===== src/rtl/taxi_axis_if.sv =====
// rtl/taxi_axis_if.sv - AXI4-Stream bundle with source/sink modports
interface taxi_axis_if #(
    parameter int DATA_W = 64,
    parameter int KEEP_W = DATA_W/8,
    parameter int ID_W   = 8,
    parameter int DEST_W = 8,
    parameter int USER_W = 1
);
    logic [DATA_W-1:0] tdata;
    logic [KEEP_W-1:0] tkeep;
    logic              tvalid;
    logic              tready;
    logic              tlast;
    logic [ID_W-1:0]   tid;
    logic [DEST_W-1:0] tdest;
    logic [USER_W-1:0] tuser;

    modport src (output tdata, tkeep, tvalid, tlast, tid, tdest, tuser, input tready);
    modport snk (input tdata, tkeep, tvalid, tlast, tid, tdest, tuser, output tready);
endinterface


===== src/rtl/taxi_eth_frame_gen.sv =====
// rtl/taxi_eth_frame_gen.sv - Ethernet test-frame generator feeding a 64-bit MAC TX stream
module taxi_eth_frame_gen #(
    parameter int DATA_W  = 64,
    parameter int KEEP_W  = DATA_W/8,
    parameter int MAX_LEN = 9600
) (
    input  logic        clk,
    input  logic        rst_n,
    taxi_axis_if.src    m_axis_tx,
    input  logic        enable,
    input  logic [47:0] cfg_dst_mac,
    input  logic [47:0] cfg_src_mac,
    input  logic [15:0] cfg_eth_type,
    input  logic [15:0] cfg_len,
    input  logic [15:0] cfg_ifg,
    input  logic [31:0] cfg_count,
    output logic        busy,
    output logic        done,
    output logic [31:0] stat_frames
);

    if (DATA_W != 64) begin : g_bad_width
        $error("taxi_eth_frame_gen supports DATA_W=64 only");
    end

    localparam logic [1:0]  ST_IDLE  = 2'd0;
    localparam logic [1:0]  ST_FRAME = 2'd1;
    localparam logic [1:0]  ST_GAP   = 2'd2;
    localparam logic [1:0]  ST_DONE  = 2'd3;
    localparam logic [15:0] MIN_L    = 16'd60;
    localparam logic [15:0] MAX_L    = 16'(MAX_LEN);

    logic [1:0]        state_q, state_d;
    logic [12:0]       beat_q, beat_d;
    logic [15:0]       len_q, len_d, ifg_q, ifg_d, gap_q, gap_d, typ_q, typ_d;
    logic [47:0]       dst_q, dst_d, src_q, src_d;
    logic [31:0]       count_q, count_d, run_q, run_d, stat_q, stat_d;
    logic              tvalid_q, tvalid_d, tlast_q, tlast_d;
    logic [DATA_W-1:0] tdata_q, tdata_d;
    logic [KEEP_W-1:0] tkeep_q, tkeep_d;

    logic              start, load, stop, reached, quiet;
    logic [31:0]       seq_n;
    logic [12:0]       f_beat;
    logic [15:0]       f_len, k, len_clamped;
    logic [143:0]      f_hdr;

    assign len_clamped = (cfg_len < MIN_L) ? MIN_L : ((cfg_len > MAX_L) ? MAX_L : cfg_len);

    always_comb begin
        state_d = state_q;  beat_d  = beat_q;  len_d   = len_q;   ifg_d  = ifg_q;
        gap_d   = gap_q;    typ_d   = typ_q;   dst_d   = dst_q;   src_d  = src_q;
        count_d = count_q;  run_d   = run_q;   stat_d  = stat_q;
        tvalid_d = tvalid_q; tlast_d = tlast_q; tdata_d = tdata_q; tkeep_d = tkeep_q;
        start = 1'b0; load = 1'b0; stop = 1'b0; reached = 1'b0; quiet = 1'b0;
        seq_n = run_q; k = '0;

        case (state_q)
            ST_IDLE: begin
                if (enable) begin
                    run_d = '0;
                    seq_n = '0;
                    start = 1'b1;
                end
            end
            ST_FRAME: begin
                if (tvalid_q && m_axis_tx.tready) begin
                    if (tlast_q) begin
                        run_d   = run_q + 32'd1;
                        stat_d  = stat_q + 32'd1;
                        seq_n   = run_d;
                        reached = (count_q != 32'd0) && (run_d == count_q);
                        if (!enable || reached) begin
                            stop = 1'b1;
                        end else if (ifg_q == 16'd0) begin
                            start = 1'b1;
                        end else begin
                            state_d = ST_GAP;
                            gap_d   = ifg_q;
                            quiet   = 1'b1;
                        end
                    end else begin
                        load   = 1'b1;
                        beat_d = beat_q + 13'd1;
                    end
                end
            end
            ST_GAP: begin
                // gap_q holds the remaining idle cycles including the current one
                if (gap_q <= 16'd1) begin
                    reached = (count_q != 32'd0) && (run_q == count_q);
                    if (!enable || reached) stop = 1'b1;
                    else                    start = 1'b1;
                end else begin
                    gap_d = gap_q - 16'd1;
                end
            end
            default: begin
                if (!enable) state_d = ST_IDLE;
            end
        endcase

        if (stop) begin
            state_d = reached ? ST_DONE : ST_IDLE;
            quiet   = 1'b1;
        end

        if (start) begin
            state_d = ST_FRAME;
            dst_d   = cfg_dst_mac;
            src_d   = cfg_src_mac;
            typ_d   = cfg_eth_type;
            len_d   = len_clamped;
            ifg_d   = cfg_ifg;
            count_d = cfg_count;
            beat_d  = '0;
            load    = 1'b1;
        end

        // Beat 0 of a new frame is built from live cfg; later beats from the latched copy.
        f_beat = start ? 13'd0 : beat_q + 13'd1;
        f_len  = start ? len_clamped : len_q;
        f_hdr  = start ? {cfg_dst_mac, cfg_src_mac, cfg_eth_type, seq_n}
                       : {dst_q, src_q, typ_q, run_q};

        if (load) begin
            tvalid_d = 1'b1;
            tlast_d  = ({f_beat, 3'b000} + 16'd8) >= f_len;
            for (int i = 0; i < KEEP_W; i++) begin
                k = {f_beat, i[2:0]};
                tkeep_d[i] = (k < f_len);
                if (k >= f_len)        tdata_d[8*i +: 8] = 8'h00;
                else if (k < 16'd18)   tdata_d[8*i +: 8] = 8'(f_hdr >> {5'd17 - k[4:0], 3'b000});
                else                   tdata_d[8*i +: 8] = k[7:0];
            end
        end else if (quiet) begin
            tvalid_d = 1'b0;
            tlast_d  = 1'b0;
            tdata_d  = '0;
            tkeep_d  = '0;
        end
    end

    always_ff @(posedge clk or negedge rst_n) begin
        if (!rst_n) begin
            state_q  <= ST_IDLE;
            beat_q   <= '0;
            len_q    <= '0;
            ifg_q    <= '0;
            gap_q    <= '0;
            typ_q    <= '0;
            dst_q    <= '0;
            src_q    <= '0;
            count_q  <= '0;
            run_q    <= '0;
            stat_q   <= '0;
            tvalid_q <= 1'b0;
            tlast_q  <= 1'b0;
            tdata_q  <= '0;
            tkeep_q  <= '0;
        end else begin
            state_q  <= state_d;
            beat_q   <= beat_d;
            len_q    <= len_d;
            ifg_q    <= ifg_d;
            gap_q    <= gap_d;
            typ_q    <= typ_d;
            dst_q    <= dst_d;
            src_q    <= src_d;
            count_q  <= count_d;
            run_q    <= run_d;
            stat_q   <= stat_d;
            tvalid_q <= tvalid_d;
            tlast_q  <= tlast_d;
            tdata_q  <= tdata_d;
            tkeep_q  <= tkeep_d;
        end
    end

    assign m_axis_tx.tdata  = tdata_q;
    assign m_axis_tx.tkeep  = tkeep_q;
    assign m_axis_tx.tvalid = tvalid_q;
    assign m_axis_tx.tlast  = tlast_q;
    assign m_axis_tx.tid    = '0;
    assign m_axis_tx.tdest  = '0;
    assign m_axis_tx.tuser  = '0;
    assign busy        = (state_q == ST_FRAME) || (state_q == ST_GAP);
    assign done        = (state_q == ST_DONE);
    assign stat_frames = stat_q;

endmodule


===== src/flat_wrapper.sv =====
// flat-port wrapper written by rule: the top's interface ports become plain ports
module taxi_eth_frame_gen_flat 
#(
    parameter int DATA_W  = 64,
    parameter int KEEP_W  = DATA_W/8,
    parameter int MAX_LEN = 9600
)
  (clk, rst_n, enable, cfg_dst_mac, cfg_src_mac, cfg_eth_type, cfg_len, cfg_ifg, cfg_count, busy, done, stat_frames, m_axis_tx_tdata, m_axis_tx_tkeep, m_axis_tx_tvalid, m_axis_tx_tlast, m_axis_tx_tid, m_axis_tx_tdest, m_axis_tx_tuser, m_axis_tx_tready);
  taxi_axis_if #(.DATA_W(DATA_W), .KEEP_W(KEEP_W), .USER_W(1)) m_axis_tx_i ();
  input  logic clk;
  input  logic rst_n;
  input  logic enable;
  input  logic [47:0] cfg_dst_mac;
  input  logic [47:0] cfg_src_mac;
  input  logic [15:0] cfg_eth_type;
  input  logic [15:0] cfg_len;
  input  logic [15:0] cfg_ifg;
  input  logic [31:0] cfg_count;
  output logic busy;
  output logic done;
  output logic [31:0] stat_frames;
  output wire logic [$bits(m_axis_tx_i.tdata)-1:0] m_axis_tx_tdata;
  output wire logic [$bits(m_axis_tx_i.tkeep)-1:0] m_axis_tx_tkeep;
  output wire logic [$bits(m_axis_tx_i.tvalid)-1:0] m_axis_tx_tvalid;
  output wire logic [$bits(m_axis_tx_i.tlast)-1:0] m_axis_tx_tlast;
  output wire logic [$bits(m_axis_tx_i.tid)-1:0] m_axis_tx_tid;
  output wire logic [$bits(m_axis_tx_i.tdest)-1:0] m_axis_tx_tdest;
  output wire logic [$bits(m_axis_tx_i.tuser)-1:0] m_axis_tx_tuser;
  input wire logic [$bits(m_axis_tx_i.tready)-1:0] m_axis_tx_tready;
  assign m_axis_tx_tdata = m_axis_tx_i.tdata;
  assign m_axis_tx_tkeep = m_axis_tx_i.tkeep;
  assign m_axis_tx_tvalid = m_axis_tx_i.tvalid;
  assign m_axis_tx_tlast = m_axis_tx_i.tlast;
  assign m_axis_tx_tid = m_axis_tx_i.tid;
  assign m_axis_tx_tdest = m_axis_tx_i.tdest;
  assign m_axis_tx_tuser = m_axis_tx_i.tuser;
  assign m_axis_tx_i.tready = m_axis_tx_tready;
  taxi_eth_frame_gen #(.DATA_W(DATA_W), .KEEP_W(KEEP_W), .MAX_LEN(MAX_LEN)) u_core (.clk(clk), .rst_n(rst_n), .m_axis_tx(m_axis_tx_i), .enable(enable), .cfg_dst_mac(cfg_dst_mac), .cfg_src_mac(cfg_src_mac), .cfg_eth_type(cfg_eth_type), .cfg_len(cfg_len), .cfg_ifg(cfg_ifg), .cfg_count(cfg_count), .busy(busy), .done(done), .stat_frames(stat_frames));
endmodule

===== config.mk =====
export PLATFORM = sky130hd
export DESIGN_NAME = taxi_eth_frame_gen_flat
export DESIGN_NICKNAME = d
export VERILOG_FILES = /design/src/rtl/taxi_axis_if.sv /design/src/rtl/taxi_eth_frame_gen.sv /design/src/flat_wrapper.sv
export SDC_FILE = /design/constraint.sdc
export NUM_CORES = 1
export LEC_CHECK = 0
export ABC_AREA = 1
export BUFFER_PORTS_ARGS = -buffer_cell sky130_fd_sc_hd__buf_2
export CAP_MARGIN = 10
export CORE_MARGIN = 2
export CORE_UTILIZATION = 40
export CTS_CLUSTER_DIAMETER = 120
export DETAILED_ROUTE_END_ITERATION = 10
export PLACE_DENSITY = 0.58
export REMOVE_ABC_BUFFERS = 1
export SLEW_MARGIN = 10
export SYNTH_ARGS = -nofsm -noshare
export SYNTH_HDL_FRONTEND = slang
export SYNTH_SLANG_ARGS = --single-unit

===== constraint.sdc =====
create_clock -name clk -period 7.4 [get_ports clk]
set_input_delay 1.48 -clock clk [delete_from_list [all_inputs] [get_ports clk]]
set_output_delay 1.48 -clock clk [all_outputs]
set_load 0.1 [all_outputs]

# Word level (Yosys, flattened, before mapping)

Index checks and enable logic that the tools add are counted.

Word-level logic and storage cells: 179
Bits in read-only memories: 0
Latch bits: 0
Bits in registers: 345
Output and inout port bits: 125
Memories kept: 0
Bits in writable memories: 0

Shift-type cells: 8
Div/mod/pow operators: 0
Reductions and logical operators: 19
Equal/unequal tests: 17
Multiply operators: 0
Muxes and demuxes: 79
Bitwise operators: 0
Add/sub/neg operators: 13
Order comparisons: 28

Operators by type and width:

| operator              | number |
|---|---|
| $shr 144x8->8         | 8 |
| $ge 16x16->1          | 9 |
| $mux 144              | 1 |
| $mux 8                | 18 |
| $lt 16x16->1          | 8 |
| $lt 16x5->1 const B   | 8 |
| $mux 16               | 8 |
| $mux 64               | 2 |
| $mux 32               | 3 |
| $mux 13               | 5 |
| $add 32x1->32 const B | 2 |
| $eq 32x32->1          | 2 |
| $pmux 32 s2           | 1 |
| $sub 5x5->5 const A   | 8 |
| $pmux 16 s2           | 1 |
| $reduce_bool 32->1    | 1 |
| $mux 1                | 28 |
| $add 16x4->16 const B | 1 |
| $gt 16x14->1 const B  | 1 |
| $le 16x1->1 const B   | 1 |
| $logic_not 16->1      | 1 |
| $lt 16x6->1 const B   | 1 |
| $mux 2                | 8 |
| $sub 16x1->16 const B | 1 |
| other kinds (19)      | 37 |

# Logic depth before layout (Yosys ltp)

Depth in word-level cells: 14
Mapped depth: 40

# Worst setup path after synthesis

OpenSTA, ideal clock, no wires.

Path type: input -> register
Start point: input m_axis_tx_tready
End point: register u_core.tkeep_q[6], in the netlist u_core.m_axis_tx.tkeep[6]
Slack: 2.510 ns
Buffers on the path: 4
Arrival: 4.770 ns
Stages on the path: 28
Required time: 7.280 ns
Path through: nand2_1 -> nor2_2 -> nand2_2 -> nor2_1 -> nand3_2 -> nand2_4 -> nand2_4 -> buf_8 -> inv_4 -> buf_6 -> buf_2 -> buf_2 -> o21ai_0 -> o21ai_1 -> inv_1 -> ha_1 -> nand2_1 -> nor3_1 -> nand4_1 -> inv_1 -> nand2_1 -> nor2_2 -> inv_2 -> nand2_2 -> clkinv_1 -> nand2_1 -> a21oi_2 -> a21o_1

Word-level cells in the longest chain between the ends: 6
Elaborated cells between the ends (all ways): 16
Classes of those cells: 1 x order compare; 13 x mux; 2 x reduce/logical

Ends and longest elaborated chain:

| item                       | line                      | RTL |
|---|---|---|
| start: declaration         | flat_wrapper.sv:29        | `input wire logic [$bits(m_axis_tx_i.tready)-1:0] m_axis_tx_tready;` |
| $logic_and 1x1->1          | taxi_eth_frame_gen.sv:67  | `if (tvalid_q && m_axis_tx.tready) begin` |
| $mux 1                     | taxi_eth_frame_gen.sv:67  |  |
| $pmux 1 s3                 | taxi_eth_frame_gen.sv:58  | `case (state_q)` |
| $mux 16                    | taxi_eth_frame_gen.sv:122 | `f_len = start ? len_clamped : len_q;` |
| named net u_core.f_len[13] | taxi_eth_frame_gen.sv:45  | `logic [15:0] f_len, k, len_clamped;` |
| $lt 16x16->1               | taxi_eth_frame_gen.sv:131 | `tkeep_d[i] = (k < f_len);` |
| $mux 8                     | taxi_eth_frame_gen.sv:126 | `if (load) begin` |
| end signal: assignment     | taxi_eth_frame_gen.sv:176 | `tkeep_q <= tkeep_d;` |
| end: declaration           | taxi_eth_frame_gen.sv:40  | `logic [KEEP_W-1:0] tkeep_q, tkeep_d;` |

The timed path passes the listed nets, and every way through them passes these cells.
A chain may end at the register's enable or synchronous reset.

# Worst setup path in the final report

Start point: register u_core.run_q[0]
End point: register u_core.tdata_q[43], in the netlist u_core.m_axis_tx.tdata[43]

Word-level cells in the longest chain between the ends: 14
Elaborated cells between the ends (all ways): 39
Classes of those cells: 2 x add/sub; 2 x order compare; 2 x eq/ne; 1 x shift; 27 x mux; 5 x reduce/logical

Ends and longest elaborated chain:

| item                     | line                      | RTL |
|---|---|---|
| start: declaration       | taxi_eth_frame_gen.sv:37  | `logic [31:0] count_q, count_d, run_q, run_d, stat_q, stat_d;` |
| start signal: assignment | taxi_eth_frame_gen.sv:171 | `run_q <= run_d;` |
| $add 32x1->32            | taxi_eth_frame_gen.sv:69  | `run_d = run_q + 32'd1;` |
| $eq 32x32->1             | taxi_eth_frame_gen.sv:72  | `reached = (count_q != 32'd0) && (run_d == count_q);` |
| $logic_and 1x1->1        | taxi_eth_frame_gen.sv:72  |  |
| $logic_or 1x1->1         | taxi_eth_frame_gen.sv:73  | `if (!enable \|\| reached) begin` |
| $mux 1                   | taxi_eth_frame_gen.sv:73  |  |
| $mux 1                   | taxi_eth_frame_gen.sv:68  | `if (tlast_q) begin` |
| $mux 1                   | taxi_eth_frame_gen.sv:67  |  |
| $pmux 1 s3               | taxi_eth_frame_gen.sv:58  |  |
| $mux 13                  | taxi_eth_frame_gen.sv:121 | `f_beat = start ? 13'd0 : beat_q + 13'd1;` |
| $sub 5x5->5              | taxi_eth_frame_gen.sv:133 | `else if (k < 16'd18) tdata_d[8*i +: 8] = 8'(f_hdr >> {5'd17 - k[4:0], 3'b000});` |
| $shr 144x8->8            | taxi_eth_frame_gen.sv:133 |  |
| $mux 8                   | taxi_eth_frame_gen.sv:133 |  |
| $mux 8                   | taxi_eth_frame_gen.sv:132 | `if (k >= f_len) tdata_d[8*i +: 8] = 8'h00;` |
| $mux 64                  | taxi_eth_frame_gen.sv:126 |  |
| end signal: assignment   | taxi_eth_frame_gen.sv:175 | `tdata_q <= tdata_d;` |
| end: declaration         | taxi_eth_frame_gen.sv:39  | `logic [DATA_W-1:0] tdata_q, tdata_d;` |

Parallel ways exist; a longest one is shown, timed or not.

==> summary.md <==
| Metric | Value |
|---|---|
| DIE AREA | 50220 um^2 |
| Peak VDD IR | 0.0001697 V |
| Vias/cell | 5.118 |
| Post-CTS setup buffers | 0 |
| Layout area overhead | 16.15% |
| Async SR Flop Fraction | 1.000 |
| Final core occ | 0.4714 |
| Core ar. | 47750 um^2 |
| Post-synth EDFFs | 0 |
| Hold Vio Cnt, Final | 0 |
| Setup crit end kind | flop |
| Crit-path max FO | 84 |
| Clock transition at the registers of the reported paths | 0.06 ns |
| FMAX | 173.4 MHz |
| Worst slew pin tran | 0.9326 ns |
| Pre-antenna DRT Iters | 8 |
| Setup violators final | 0 |
| Max-slew violations | 0 |
| YS warnings | 0 |
| Share of the synthesized area in the top cell type | 0.4455 |
| First-pass GRT wire length | 98.85 mm |
| Crit-path slowest cell | dfrtp_1 |
| Most common cell in the netlist | nand2_1 |
| Post-synth top flop | dfrtp_1 |
| DRC errors left | 0 |
| Nets@finish | just over 3000 |
| Die X | 224.1 um |
| Count of cell types in the netlist | 55 |
| Hold depth | 1 |
| Crit path time final | 5.768 ns |
| Min Hold Slack | 0.4690 ns |
| Via count | 17827 |
| Post-Layout Cell Count | between 3000 and 4000 |
| HPWL after detailed placement | between 40 and 50 mm |
| WP depth | 33 |
| Leakage power | 12.40 nW |
| Avg Inst Size Synth | 7.476 um^2 |
| DRT Wirelength | 62.71 mm |
| CTS root buf | clkbuf_16 |
| All-layer global routing usage | 0.2511 |
| Synth area leaders | dfrtp_1 (45%), nand2_1 (17%), o21ai_0 (5.3%) |
| Synth cell count leaders | nand2_1 (889), dfrtp_1 (345), inv_1 (232) |
| Worst min-delay path category | flop to flop |
| Largest area contributor in the netlist | dfrtp_1 |
| Seq/Total Area, Yosys | 0.4455 |
| Crit path to | u_core.m_axis_tx.tdata[43] |
| Worst path required time | 7.89 ns |
| Layout Skew | 0.01535 ns |
| Initial core utilization | 0.4059 |
| Relative slew slack | 0.3764 |
| Crit path from | u_core.run_q[0] |
| CP Launch Type | flop |
| Row cnt | 80 |
| Clock Sinks | approximately 350 |
| Setup TNS Final | 0 ns |
| Crit path kind | flop to flop |
| Layout cells sized above 1 | 0.1629 |
| Gpl congestion | 0.9365 |
| Worst EP arrival | 6.26 ns |
| Antenna violations before repair | 2 |
| Iter 0 DRT Violations | 1509 |
| PostCTS Resize Cnt | 0 |
| Hold bufs inserted after CTS | 0 |
| CTS Buf Count | between 40 and 50 |
| Period utilization | 0.7795 |
| Outcome | finished clean |
| Reg2reg end | u_core.m_axis_tx.tdata[43] |
| Clock Tree Buf Depth | 3 |
| # IOs | 305 |
| Critical path's most frequent cell | nand2_1 |
| Global route overflow | 0 |
| Worst-skew pair later-pin latency | 0.57 ns |
| Reg-to-reg slack, setup | 1.63 ns |
| I/O Buffers | 287 |
| Reg-to-Reg Start | u_core.run_q[0] |
| R2R depth | 33 |
| CTS H-tree depth | 2 |
| DIE HEIGHT | 224.1 um |
| Antenna-violating nets left | 0 |
| Placed cell count | 3409 |
| Vias in the first global route | about 18000 |
| RSZ-0062 raised after global routing | false |
| Worst path bufs/invs | 3 |
| Max cap viols | 0 |
| Pwr dens | 180.6 nW/um^2 |
| CP max stage delay | 0.48 ns |
| CTS tree | built |
| Mapped Cells | around 2600 |
| Wire length per cell | 18.00 um |
| Largest net degree at the start of global routing | ~130 |
| Synth Register Bits | 345 |
| Synth Cell Area | just under 20000 um^2 |
| Largest delay share family, worst path | simple AND/OR/NAND/NOR gates |
per-layer routing:
metal / wire length [um] / up-vias / GRT usage
li1: - / 8721 / -
met3: 3577 / 94 / 0.04053
met2: 29110 / 504 / 0.4053
met5: 0 / - / 0
met1: 28400 / 8508 / 0.3499
met4: 1622 / 0 / 0.06882
power by group:
group / total (W) / internal, W / switching [W]
Sequential: 0.00189 / 0.00189 / 0
Clock: 0.00204 / 0.00119 / 0.000843
Combinational: 0.000141 / 0.0000379 / 0.000103
registers in the layout, indices dropped and copies added (netlist names), 32 cells and up:
| register | count |
|---|---|
| u_core.m_axis_tx.tdata | 64 |
| u_core.count_q | 32 |
| u_core.src_q | 48 |
| u_core.stat_frames | 32 |
| u_core.dst_q | 48 |
| u_core.run_q | 32 |
placed cells by master, fill, tap and decap left out, types with 37 or more instances in the layout:
| cell | synthesis | routed |
|---|---|---|
| nor2_1 | 211 | 211 |
| ha_1 | 37 | 37 |
| xor2_1 | 59 | 59 |
| buf_2 | 34 | 286 |
| o21ai_0 | 204 | 204 |
| inv_1 | 232 | 232 |
| nand3_1 | 139 | 139 |
| clkbuf_16 | 0 | 41 |
| a21oi_1 | 49 | 49 |
| nand2_1 | 889 | 889 |
| o21ai_1 | 37 | 37 |
| dfrtp_1 | 345 | 345 |
cell families after synthesis:
| kind of cell | after synthesis | synth area share |
|---|---|---|
| AND/OR/NAND/NOR | 1406 | 0.3100 |
| buffers and inverters | 366 | 0.08226 |
| other | 1 | 0.0001935 |
| flip-flops | 345 | 0.4455 |
| adder cells (fa/ha/maj) | 37 | 0.02389 |
| XOR/XNOR | 82 | 0.03706 |
| AO/OA/AOI/OAI | 355 | 0.1010 |
final cells by class:
| type | count | area, um^2 |
|---|---|---|
| sequential | 345 | 8633 |
| clock inverter | 15 | 157.7 |
| fill | 4909 | 25240 |
| tap | 615 | 769.5 |
| clock buffer | 58 | 1190 |
| timing repair buffer | 303 | 1592 |
| multi-input combinational | 1897 | 9220 |
| antenna | 1 | 2.502 |
| inverter | 249 | 944.7 |
worst min path at each step:
stage                                 startpoint                     end  slack [ns]
final                     u_core.stat_frames[31]  u_core.stat_frames[31]        0.47
after global routing             u_core.src_q[1]         u_core.src_q[1]        0.49
after CTS                 u_core.stat_frames[31]  u_core.stat_frames[31]        0.47
after detailed placement         u_core.dst_q[1]         u_core.dst_q[1]        0.46
after global placement    u_core.stat_frames[31]  u_core.stat_frames[31]        0.46
after floorplan                  u_core.dst_q[1]         u_core.dst_q[1]        0.44
stage by stage:
step / instance area, um^2 / total power (W) / setup WS [ns]
after detailed placement: 21160 / 0.002065 / 1.556
after CTS: 22510 / 0.004118 / 1.634
after global routing: 22510 / 0.004202 / 1.027
after floorplan: 18790 / 0.001964 / 0.2831
after global placement: 21160 / 0.002065 / 1.694
final: 22510 / 0.004065 / 1.632
(Power assumes the default switching activity.)
